`src/rtl/fc_ctrl_pkg.sv`:
```
// Shared definitions for the frame-context stack controller.
// Holds the controller state encoding and the frame geometry:
// a frame is FRAME_WORDS words of WORD_W bits, FC_W bits in total,
// with word k living at bits [16k+15:16k] of the flat frame vector.
package fc_ctrl_pkg;

  localparam int FRAME_WORDS = 15;
  localparam int WORD_W      = 16;
  localparam int FC_W        = FRAME_WORDS * WORD_W;
  localparam int BEAT_W      = 4;

  // Index of the final beat of a frame transfer.
  localparam logic [BEAT_W-1:0] LAST_BEAT = BEAT_W'(FRAME_WORDS - 1);

  typedef enum logic [1:0] {
    IDLE  = 2'd0,
    SAVE  = 2'd1,
    LOAD  = 2'd2,
    APPLY = 2'd3
  } fcState_e;

endpackage

```
`src/rtl/fc_frame_mux.sv`:
```
// Word access into a flat 240-bit frame vector.
// Ports:
//   selFrame_i  frame to read from (the saved snapshot)
//   beat_i      word index 0..14
//   selWord_o   word beat_i of selFrame_i
//   insFrame_i  frame to modify (the restore buffer)
//   insWord_i   word to place at index beat_i
//   insFrame_o  insFrame_i with word beat_i replaced by insWord_i
module fc_frame_mux
  import fc_ctrl_pkg::*;
(
  input  logic [FC_W-1:0]   selFrame_i,
  input  logic [BEAT_W-1:0] beat_i,
  output logic [WORD_W-1:0] selWord_o,
  input  logic [FC_W-1:0]   insFrame_i,
  input  logic [WORD_W-1:0] insWord_i,
  output logic [FC_W-1:0]   insFrame_o
);

  // Constant-index loops keep every part select inside the 240-bit
  // vector; beat index 15 simply selects nothing and inserts nothing.
  always_comb begin
    selWord_o  = '0;
    insFrame_o = insFrame_i;
    for (int k = 0; k < FRAME_WORDS; k++) begin
      if (beat_i == BEAT_W'(k)) begin
        selWord_o                      = selFrame_i[k*WORD_W +: WORD_W];
        insFrame_o[k*WORD_W +: WORD_W] = insWord_i;
      end
    end
  end

endmodule

```
`src/rtl/fc_stack_ctrl.sv`:
```
// Frame-context stack controller.
// Saves the 15-word register-file frame context to a memory stack on a
// call and restores the most recent frame on a return, one word per
// memory handshake beat.
// Ports:
//   clk, reset_n          clock, synchronous active-low reset
//   callReq, retReq       save / restore requests (honoured in IDLE only)
//   fcOut                 frame context from the register file
//   fcIn, restore         restored frame and its one-cycle load strobe
//   memAddr, memWData     stack memory word address / write data
//   memWe, memRe          write / read request, held until memAck
//   memRData, memAck      read data, beat completion
//   busy, done, err       in progress / completion pulse / rejection pulse
//   sp                    next free stack word address
module fc_stack_ctrl
  import fc_ctrl_pkg::*;
#(
  parameter logic [15:0] STACK_BASE = 16'hF000,
  parameter int          MAX_FRAMES = 16
) (
  input  logic            clk,
  input  logic            reset_n,
  input  logic            callReq,
  input  logic            retReq,
  input  logic [FC_W-1:0] fcOut,
  output logic [FC_W-1:0] fcIn,
  output logic            restore,
  output logic [15:0]     memAddr,
  output logic [15:0]     memWData,
  input  logic [15:0]     memRData,
  output logic            memWe,
  output logic            memRe,
  input  logic            memAck,
  output logic            busy,
  output logic            done,
  output logic            err,
  output logic [15:0]     sp
);

  localparam int CNT_W = $clog2(MAX_FRAMES + 1);

  // A full stack must still fit below the top of the 16-bit address space.
  if (int'(STACK_BASE) + FRAME_WORDS * MAX_FRAMES > 32'h0000_FFFF) begin : g_badStackSize
    $error("fc_stack_ctrl: STACK_BASE + 15*MAX_FRAMES exceeds 16'hFFFF");
  end

  fcState_e          state_q, state_d;
  logic [BEAT_W-1:0] beat_q, beat_d;
  logic [15:0]       sp_q, sp_d;
  logic [CNT_W-1:0]  count_q, count_d;
  logic [FC_W-1:0]   snap_q, snap_d;
  logic [FC_W-1:0]   fcIn_q, fcIn_d;
  logic              done_q, done_d;
  logic              err_q, err_d;

  logic [WORD_W-1:0] snapWord;
  logic [FC_W-1:0]   fcInIns;

  fc_frame_mux u_frameMux (
    .selFrame_i (snap_q),
    .beat_i     (beat_q),
    .selWord_o  (snapWord),
    .insFrame_i (fcIn_q),
    .insWord_i  (memRData),
    .insFrame_o (fcInIns)
  );

  // State register; reset abandons any beat in flight.
  always_ff @(posedge clk) begin
    if (!reset_n) begin
      state_q <= IDLE;
      beat_q  <= '0;
      sp_q    <= STACK_BASE;
      count_q <= '0;
      snap_q  <= '0;
      fcIn_q  <= '0;
      done_q  <= 1'b0;
      err_q   <= 1'b0;
    end else begin
      state_q <= state_d;
      beat_q  <= beat_d;
      sp_q    <= sp_d;
      count_q <= count_d;
      snap_q  <= snap_d;
      fcIn_q  <= fcIn_d;
      done_q  <= done_d;
      err_q   <= err_d;
    end
  end

  // Next-state and memory-side outputs. done/err are registered so they
  // appear in the cycle after the deciding edge; for a return this puts
  // done in the same cycle as APPLY/restore.
  always_comb begin
    state_d  = state_q;
    beat_d   = beat_q;
    sp_d     = sp_q;
    count_d  = count_q;
    snap_d   = snap_q;
    fcIn_d   = fcIn_q;
    done_d   = 1'b0;
    err_d    = 1'b0;
    memWe    = 1'b0;
    memRe    = 1'b0;
    memAddr  = '0;
    memWData = '0;

    unique case (state_q)
      IDLE: begin
        if (callReq) begin
          if (count_q == CNT_W'(MAX_FRAMES)) begin
            err_d = 1'b1;
          end else begin
            snap_d  = fcOut;
            beat_d  = '0;
            state_d = SAVE;
          end
        end else if (retReq) begin
          if (count_q == '0) begin
            err_d = 1'b1;
          end else begin
            beat_d  = '0;
            state_d = LOAD;
          end
        end
      end

      SAVE: begin
        memWe    = 1'b1;
        memAddr  = sp_q + 16'(beat_q);
        memWData = snapWord;
        if (memAck) begin
          if (beat_q == LAST_BEAT) begin
            sp_d    = sp_q + 16'(FRAME_WORDS);
            count_d = count_q + CNT_W'(1);
            beat_d  = '0;
            done_d  = 1'b1;
            state_d = IDLE;
          end else begin
            beat_d = beat_q + BEAT_W'(1);
          end
        end
      end

      LOAD: begin
        memRe   = 1'b1;
        memAddr = sp_q - 16'(FRAME_WORDS) + 16'(beat_q);
        if (memAck) begin
          fcIn_d = fcInIns;
          if (beat_q == LAST_BEAT) begin
            beat_d  = '0;
            done_d  = 1'b1;
            state_d = APPLY;
          end else begin
            beat_d = beat_q + BEAT_W'(1);
          end
        end
      end

      APPLY: begin
        sp_d    = sp_q - 16'(FRAME_WORDS);
        count_d = count_q - CNT_W'(1);
        state_d = IDLE;
      end

      default: state_d = IDLE;
    endcase
  end

  assign fcIn    = fcIn_q;
  assign restore = (state_q == APPLY);
  assign busy    = (state_q != IDLE);
  assign done    = done_q;
  assign err     = err_q;
  assign sp      = sp_q;

endmodule

```
`config.mk`:
```
export PLATFORM = sky130hd
export DESIGN_NAME = fc_stack_ctrl
export DESIGN_NICKNAME = d
export VERILOG_FILES = /design/src/rtl/fc_ctrl_pkg.sv /design/src/rtl/fc_frame_mux.sv /design/src/rtl/fc_stack_ctrl.sv
export SDC_FILE = /design/constraint.sdc
export NUM_CORES = 1
export LEC_CHECK = 0
export CORE_MARGIN = 5
export CORE_UTILIZATION = 25
export CTS_CLUSTER_SIZE = 20
export DETAILED_ROUTE_END_ITERATION = 7
export GPL_TIMING_DRIVEN = 0
export SLEW_MARGIN = 15
export SYNTH_ARGS = -nofsm -noshare
export SYNTH_HDL_FRONTEND = slang
export SYNTH_HIERARCHICAL = 1
export SYNTH_SLANG_ARGS = --single-unit
```
`constraint.sdc`:
```
create_clock -name clk -period 3.4 [get_ports clk]
set_input_delay 0.85 -clock clk [delete_from_list [all_inputs] [get_ports clk]]
set_output_delay 0.85 -clock clk [all_outputs]
set_load 0.1 [all_outputs]
```
* Yosys cells after proc, flatten, opt, wreduce, memory -nomap -nowiden
Cells that the tools add are included.
Storage, ports and cells: flip-flop bits (word level) 509
Cells by class: $add $sub $neg 7, equal/unequal tests 26, muxes and demuxes 46, bitwise gates (word level) 1, reduce and logical (&&, ||, !) cells 28
Operators with widths (count):
- 16-bit 2-to-1 mux | 18
- 16-bit one-hot mux with 2 select lines | 2
- 3-bit AND reduction | 18
- 16-bit by 4-bit adder with 16-bit output | 2
- 4-bit == test, second input constant | 7
- 4-bit 2-to-1 mux | 6
- 16-bit by 4-bit adder with 16-bit output, second input constant | 1
- 4-bit by 3-bit == test with 1-bit output, second input constant | 4
- 2-bit 2-to-1 mux | 8
- 16-bit by 4-bit subtractor with 16-bit output, second input constant | 1
- 5-bit 2-to-1 mux | 2
- 5-bit one-hot mux with 2 select lines | 1
- 3-bit != test, second input constant | 3
- 4-bit by 2-bit == test with 1-bit output, second input constant | 2
- 2-bit != test, second input constant | 4
- 2-bit one-hot mux with 4 select lines | 1
- 4-bit one-hot mux with 2 select lines | 1
- 1-bit 2-to-1 mux | 7
- 7-bit AND reduction | 1
- 2-bit nonzero test | 3
- 5-bit by 1-bit adder with 5-bit output, second input constant | 1
- 5-bit == test, second input constant | 1
- 5-bit logical NOT | 1
- 5-bit AND reduction | 1
- other kinds (11) | 12

* Depth between registers and ports, before layout
Gate-level depths: netlist of run 1.
word-level depth 17, depth in mapped cells 14, gate-level depth less buffers 12

* By module
Netlist of run 1, hierarchy kept.
Modules (own cells, without submodules):
- fc_stack_ctrl | instances 1, cells each 2481, area an instance 20435.8 um2
- fc_frame_mux | instances 1, cells each 860, area an instance 5691.7 um2

* Worst setup path after synthesis of run 1
Ideal clock, no wire load.
path kind register to output, start reg state_q[0], end out memAddr[10], data arrival time 5.648 ns, path slack -3.098 ns, cell stages (with the launch flop) 15, path buffers 2, path through dfxtp_1 -> inv_1 -> ha_1 -> buf_2 -> buf_1 -> xor2_1 -> ha_1 -> inv_1 -> fa_1 -> nor2b_1 -> o21ai_0 -> nor2b_1 -> a211oi_4 -> a21oi_1 -> a211oi_1
Between the ends: word-level cells in the longest chain between the ends 2
RTL lines:
- start: declaration | line fc_stack_ctrl.sv:47 | fcState_e state_q, state_d;
- start signal: assignment | line fc_stack_ctrl.sv:80 | state_q <= state_d;
- 2-bit == test or 2-bit by 1-bit == test with 1-bit output (tied branches) | line fc_stack_ctrl.sv:108 | unique case (state_q)
- 16-bit one-hot mux with 2 select lines * | line fc_stack_ctrl.sv:108
- end: declaration | line fc_stack_ctrl.sv:28 | output logic [15:0] memAddr,
Every way passes the cells marked *; elsewhere a longest branch is shown, timed or not.

* Worst setup path in the final report of run 1
Same ends and word-level chain as after synthesis.

==> results of run 1 <==
layer usage:
layer  share of wire [%]  global-route usage (%)  routed length (um)
met1                  42                    28.1               53400
met2                  46                    35.2               57400
met3                 8.7                    5.09               10900
met4                 3.3                    6.55                4220
met5               0.098                       0                 123
layout by cell type, fill, tap and decap left out, types with 17 or more instances in the layout:
master	Yosys	routed
clkdlybuf4s50_1	0	517
nand2_1	1276	1268
buf_4	17	72
buf_6	12	39
nor3_1	24	17
buf_2	59	42
nor2_1	42	26
buf_12	0	51
nor2b_1	24	18
a21boi_0	488	487
inv_1	28	25
o22ai_1	32	18
a21oi_1	52	38
and2_4	2	19
clkbuf_16	0	62
mux2_2	167	165
nand3_1	21	21
dfxtp_1	509	499
clkbuf_1	183	185
o21ai_0	75	62
final cells by class:
type | count | area (um^2)
Antenna cell | 6 | 15.0
Buffer | 276 | 1590
Clock buffer | 83 | 1660
Clock inverter | 28 | 357
Fill cell | 10800 | 65600
Inverter | 29 | 121
Multi-Input combinational cell | 2523 | 15600
Sequential cell | 509 | 10200
Tap cell | 1380 | 1730
Timing Repair Buffer | 646 | 6770
power by group:
group / internal [mW] / switching, mW / leakage [nW]
registers: 6.60 / 0.568 / 4.14
logic: 3.09 / 4.77 / 8.53
clock network: 3.81 / 2.87 / 0.964
cell families after synthesis:
| kind of cell | synth area share (%) |
|---|---|
| muxes | 8.53 |
| adders and majority gates | 0.872 |
| xor gates and xnor gates | 1.04 |
| buffers and inverters | 5.40 |
| and+or+nand+nor | 23.7 |
| AOI/OAI and AO/OA | 21.5 |
| DFF | 39.0 |
worst max-delay path, stage by stage, from the launching register on:
cell	delay (ns)
dfxtp_2	0.34
inv_2	0.05
ha_4	0.17
buf_8	0.12
buf_8	0.13
xor2_2	0.15
ha_2	0.21
inv_2	0.04
fa_2	0.34
nor2b_2	0.14
o21ai_1	0.09
nor2b_4	0.14
a211oi_4	0.20
buf_12	0.17
a21oi_4	0.06
a211oi_4	0.27
buf_12	0.22
worst max path at each step:
stage,end,startpoint,depth (start not counted)
global placement,memWData[1],beat_q[1],9
CTS,memAddr[10],state_q[0],16
global route,memAddr[12],state_q[0],16
detailed placement,memWData[1],beat_q[1],9
finish,memAddr[10],state_q[0],16
floorplan,memAddr[14],state_q[0],14
repair_timing:
| action | CTS | global route |
|---|---|---|
| pin swaps | 59 | 48 |
| endpoints found under the setup margin | 35 | 33 |
| setup buffers | 68 | 25 |
| resized for setup | 561 | 73 |
| gates cloned | 0 | 2 |
flip-flops by register name (all words and copies together), names as in the netlist:
name and flops:
beat_q 4, sp 16, err 1, state_q 2
done 1, fcIn 240, count_q 5, snap_q 240
through the flow:
stage	power (mW)	cells	utilization (%)	hold WS, ns	setup WS [ns]
floorplan	11.1	3341	-	0.439	-0.897
global placement	13.5	5274	32.4	0.447	-1.65
detailed placement	13.5	5274	32.4	0.456	-1.68
CTS	21.3	5450	36.2	0.464	-1.05
global route	22.5	5474	36.7	0.483	-1.06
finish	21.7	5480	36.7	0.463	-0.928
==> summary.txt, run 1 <==
Run status
  – Status: finished, violations left
  – Failing checks: negative setup slack

Synth
  – Syn nets: about 3600
  – Async S/R FF share, synth: 0%
  – Synth Flop Type: dfxtp_1
  – Commonest cells post-synth: nand2_1 (1276), dfxtp_1 (509), a21boi_0 (488), clkbuf_1 (183), mux2_2 (167)
  – Syn Area/Cell: 7.82 um^2
  – Count leader, synth: nand2_1
  – Mapped Cells: 3341
  – Post-synth EDFFs: 0
  – Sequential share of the synthesized area: 39.0%
  – Yosys top cell area share: between 30% and 40%
  – Synth area leader: dfxtp_1
  – Yosys cell types: 88
  – Top area cells in the synthesized netlist: dfxtp_1 (39%), nand2_1 (18%), a21boi_0 (14%)
  – Cell Area, Synth: 26100 um^2
  – Synthesis-stage register bit count: 509
  – Warnings from Yosys: 6

Timing
  – Max Clk Rate: 231 MHz
  – Final Hold Violating Endpoints: 0
  – Clock Skew: 0.0312 ns
  – Final setup margin: -0.928 ns
  – RSZ-0062 raised after global routing: true
  – Setup Viol. Count Final: 31
  – Final Slew Violations: 0
  – Tmin final: 4.33 ns
  – Slew headroom: about an eighth
  – Worst slew pin tran: 1.31 ns
  – Final cycle utilization of the critical path: 127%
  – Fin Setup TNS: -18.12 ns

Hold path
  – Hold path startpoint: snap_q[5]
  – Min-Delay Endpoint: snap_q[5]
  – Cells on Worst Hold Path: 2
  – Min-Delay Path Class: reg -> reg

Flow run
  – # Max-Cap Violations: 0

Power and ir drop
  – Leakage: 13.6 nW
  – VDD IR max: 0.538 mV
  – Power Density: 570 nW/um^2

Detailed routing
  – # DRC: 0
  – Via Count: 26600
  – Via density: 4.86
  – Drt first-iter violations: 2346
  – Final wirelength: 126000 um
  – Initial DRT Pass Iterations: 5
  – Wire length per cell: 23.0 um
  – DRT antenna net count: 0

Placement
  – Final GP Congestion: ~0.93
  – DP HPWL: 97200 um
  – Placed Area: roughly 34000 um^2
  – Port Buffers: 553

Cells and area
  – Fraction of layout cells with a size suffix above 1: 16.9%
  – Layout Nets: 4323
  – Layout area overhead: 45.8%
  – Design area: 38100 um^2

Clock network
  – CTS tree: done
  – Clock Tree Buf Depth: 3
  – Clock transition at path regs: ~0.06 ns
  – Worst-Skew Late Latency: between 0.6 and 0.7 ns
  – Clk sink count: 509
  – Hold buffer count at CTS: 0
  – CTS root buf: clkbuf_16
  – H-tree depth: 2
  – CTS Buf Count: 60

GRT
  – Number of global-route vias before repair: 25600
  – Grt ovf: 0
  – Gr usage total: between 20% and 30%
  – First-pass GRT wire length: 178000 um
  – Largest net degree at the start of global routing: 18
  – Initial antenna violation count: 21

Worst setup path
  – WP data arrival: 3.48 ns
  – Crit end category: primary output
  – Critical path required time: 2.55 ns
  – CP Class: reg -> out
  – CP startpoint kind: flip-flop
  – Depth of the most critical reg-to-reg path: 10
  – Worst-path fanout max: 6
  – R2r setup slk: between 0.3 and 0.4 ns
  – Worst R2R End: fcIn[144]
  – FF-to-FF Start: state_q[0]

Floorplan
  – Die Ht: 333 um
  – FP Rows: 118
  – IO Pins: between 500 and 600
  – CORE AREA: 104000 um^2
  – Initial core utilization: around 25%
  – Die Footprint: 111000 um^2
  – Overall die width: around 330 um
(Power assumes the default switching activity.)
==> inputs of run 2 (changes only) <==
CORE_UTILIZATION = 52   (was 25)
PLACE_DENSITY = 0.81   (was unset)
clock period = 4.8 ns   (was 3.4 ns; I/O delays follow)
==> run 2 against run 1 <==
The flow finishes with violations (design-rule violations). Combinational power down 44%. Sequential cell count unchanged. Cell area down 9.4%. Final cell count down 15%. First-iteration DRC count up 10%. Sequential share of layout area up 2.7 points. Hold slack worse by 0.0013 ns. Die area down 51%. Via count about the same. Power down 38%. Clock power down 39%. Critical endpoint is now memWData[4].
==> summary.txt, run 2 (synthesis gave the netlist of run 1 again) <==
Run status
  – Status: finished, violations left
  – Failing checks: design-rule violations

Timing
  – Final cycle utilization of the critical path: between 90 and 100%
  – Final setup margin: 0.0174 ns
  – Slew headroom: about 21%
  – Max Clk Rate: around 210 MHz
  – RSZ-0062 raised after global routing: false
  – Fin Setup TNS: 0 ns
  – Worst slew pin tran: 1.19 ns
  – Setup Viol. Count Final: 0
  – Tmin final: 4.78 ns
  – Hold Slack: 0.461 ns
  – Final Hold Violating Endpoints: 0
  – Clock Skew: between 0.015 and 0.02 ns
  – Final Slew Violations: 0

Detailed routing
  – Via Count: approximately 27000
  – Final wirelength: 104000 um
  – Met2 routed WL: 46700 um
  – Initial DRT Pass Iterations: 8
  – DRT antenna net count: 0
  – Uppermost layer routed: met5
  – Met3 wire length: approximately 11000 um
  – Via density: 5.69
  – Drt first-iter violations: 2585
  – # DRC: 1
  – DRT met1 WL: roughly 40000 um
  – Wire length per cell: 22.2 um

Floorplan
  – CORE AREA: 50000 um^2
  – Overall die width: about 230 um
  – FP Rows: 82
  – Die Ht: 234 um
  – IO Pins: 555
  – Die Footprint: 54800 um^2
  – Initial core utilization: between 50% and 60%

Worst setup path
  – Worst R2R End: snap_q[32]
  – Worst-path fanout max: 10
  – R2r setup slk: 1.80 ns
  – Critical path required time: about 3.6 ns
  – CP Class: reg -> out
  – Depth of the most critical reg-to-reg path: 8
  – FF-to-FF Start: state_q[0]
  – CP startpoint kind: flip-flop
  – Crit end category: primary output
  – WP data arrival: 3.58 ns

Cells and area
  – Commonest non-fill, non-tap cell in the layout: nand2_1
  – Design area: approximately 35000 um^2
  – Fraction of layout cells with a size suffix above 1: 11.4%
  – Most frequent cells in the layout: nand2_1 (1274), clkdlybuf4s50_1 (522), dfxtp_1 (503)
  – Final non-filler cell total: 4678
  – Layout Nets: roughly 4200
  – Layout area overhead: 32.1%
  – Final core occ: 69.1%

Clock network
  – H-tree depth: 2
  – Clk sink count: 509
  – CTS root buf: clkbuf_16
  – CTS tree: done
  – Hold buffer count at CTS: 0
  – Worst-Skew Late Latency: 0.61 ns
  – Clock transition at path regs: 0.06 ns
  – CTS Buf Count: 54
  – Clock Tree Buf Depth: 3

GRT
  – Largest net degree at the start of global routing: 15
  – Initial antenna violation count: 5
  – Number of global-route vias before repair: 24900
  – First-pass GRT wire length: roughly 150000 um
  – Grt ovf: 0
  – Gr usage total: a little over a third

Power and ir drop
  – Power Density: between 300 and 400 nW/um^2
  – Reg power frac: 37.3%
  – Combinational power share: between 30% and 40%
  – Switching share of total power: 37.4%
  – Clock power share: 30.2%
  – Internal cell power: 8.43 mW
  – Leakage: 12.7 nW
  – Pwr Total: 13.5 mW
  – Psw: 5.03 mW
  – VDD IR max: 0.292 mV

Hold path
  – Min-Delay Path Class: reg -> reg
  – Hold path startpoint: snap_q[143]
  – Min-Delay Endpoint: snap_q[143]
  – Cells on Worst Hold Path: 2

Placement
  – DP HPWL: 78700 um
  – Placed Area: between 30000 and 40000 um^2
  – Placed Cells: 4566
  – Port Buffers: 553
  – Final GP Congestion: 0.985
  – DP Worst Slack: -0.620 ns

Flow run
  – # Max-Cap Violations: 0
run 2: cell types whose count changed in the layout (fill, tap and decap cells not counted), sizes merged:
cell	previous run	this run
buf	220	128
bufinv	5	1
clkbuf	265	273
clkdlybuf4s15	2	4
clkdlybuf4s18	0	1
clkdlybuf4s50	517	522
clkinv	15	7
clkinvlp	6	0
run 2: layout make-up:
cell class	instances	area, um^2
fill	4156	15500
multi-input combinational	2523	14700
sequential	509	10200
timing repair buffer	565	5610
clock buffer	85	1580
buffer	279	1330
tap	672	841
inverter	29	109
clock inverter	10	95.1
antenna	6	15.0
run 2: power by group through the flow:
| stage | clock [mW] | combinational, mW | sequential (mW) |
|---|---|---|---|
| 3_3_place_gp | 0 | 4.19 | 5.08 |
| 3_5_place_dp | 0 | 4.22 | 5.09 |
| 6_report | 4.06 | 4.39 | 5.02 |
| 2_1_floorplan | 0 | 2.68 | 5.14 |
| 4_1_cts | 4.09 | 4.27 | 5.00 |
| 5_1_grt | 4.27 | 4.62 | 5.05 |
run 2: worst max-delay path by stage:
stage,slack [ns],startpoint,depth (start not counted),end
finish,0.02,beat_q[0],10,memWData[4]
global route,0.004,beat_q[0],11,memWData[15]
CTS,-0.06,state_q[0],16,memAddr[12]
detailed placement,-0.62,state_q[0],14,memAddr[10]
global placement,-0.58,state_q[0],14,memAddr[10]
floorplan,-0.005,state_q[0],14,memAddr[10]
run 2: per-layer routing:
| layer | up-vias | GRT usage, % |
|---|---|---|
| met5 | - | 0 |
| met4 | 4 | 17.7 |
| met3 | 330 | 7.97 |
| met2 | 1452 | 57.5 |
| met1 | 12400 | 45.8 |
| li1 | 12400 | - |
run 2: repair_timing:
item	in CTS	in global routing
pin swaps	3	3
gates resized for setup	172	37
endpoints found under the setup margin	31	28
buffers inserted	5	7
endpoints found under the hold margin	0	0
run 2: critical path, stage by stage, from the launching register on:
cell and delay [ns]:
dfxtp_1 0.47, buf_6 0.23, buf_4 0.25, buf_4 0.23, buf_2 0.31, nand2_1 0.09, a21oi_1 0.22, o221ai_1 0.26
a22oi_1 0.21, and2_1 0.22, buf_2 0.45
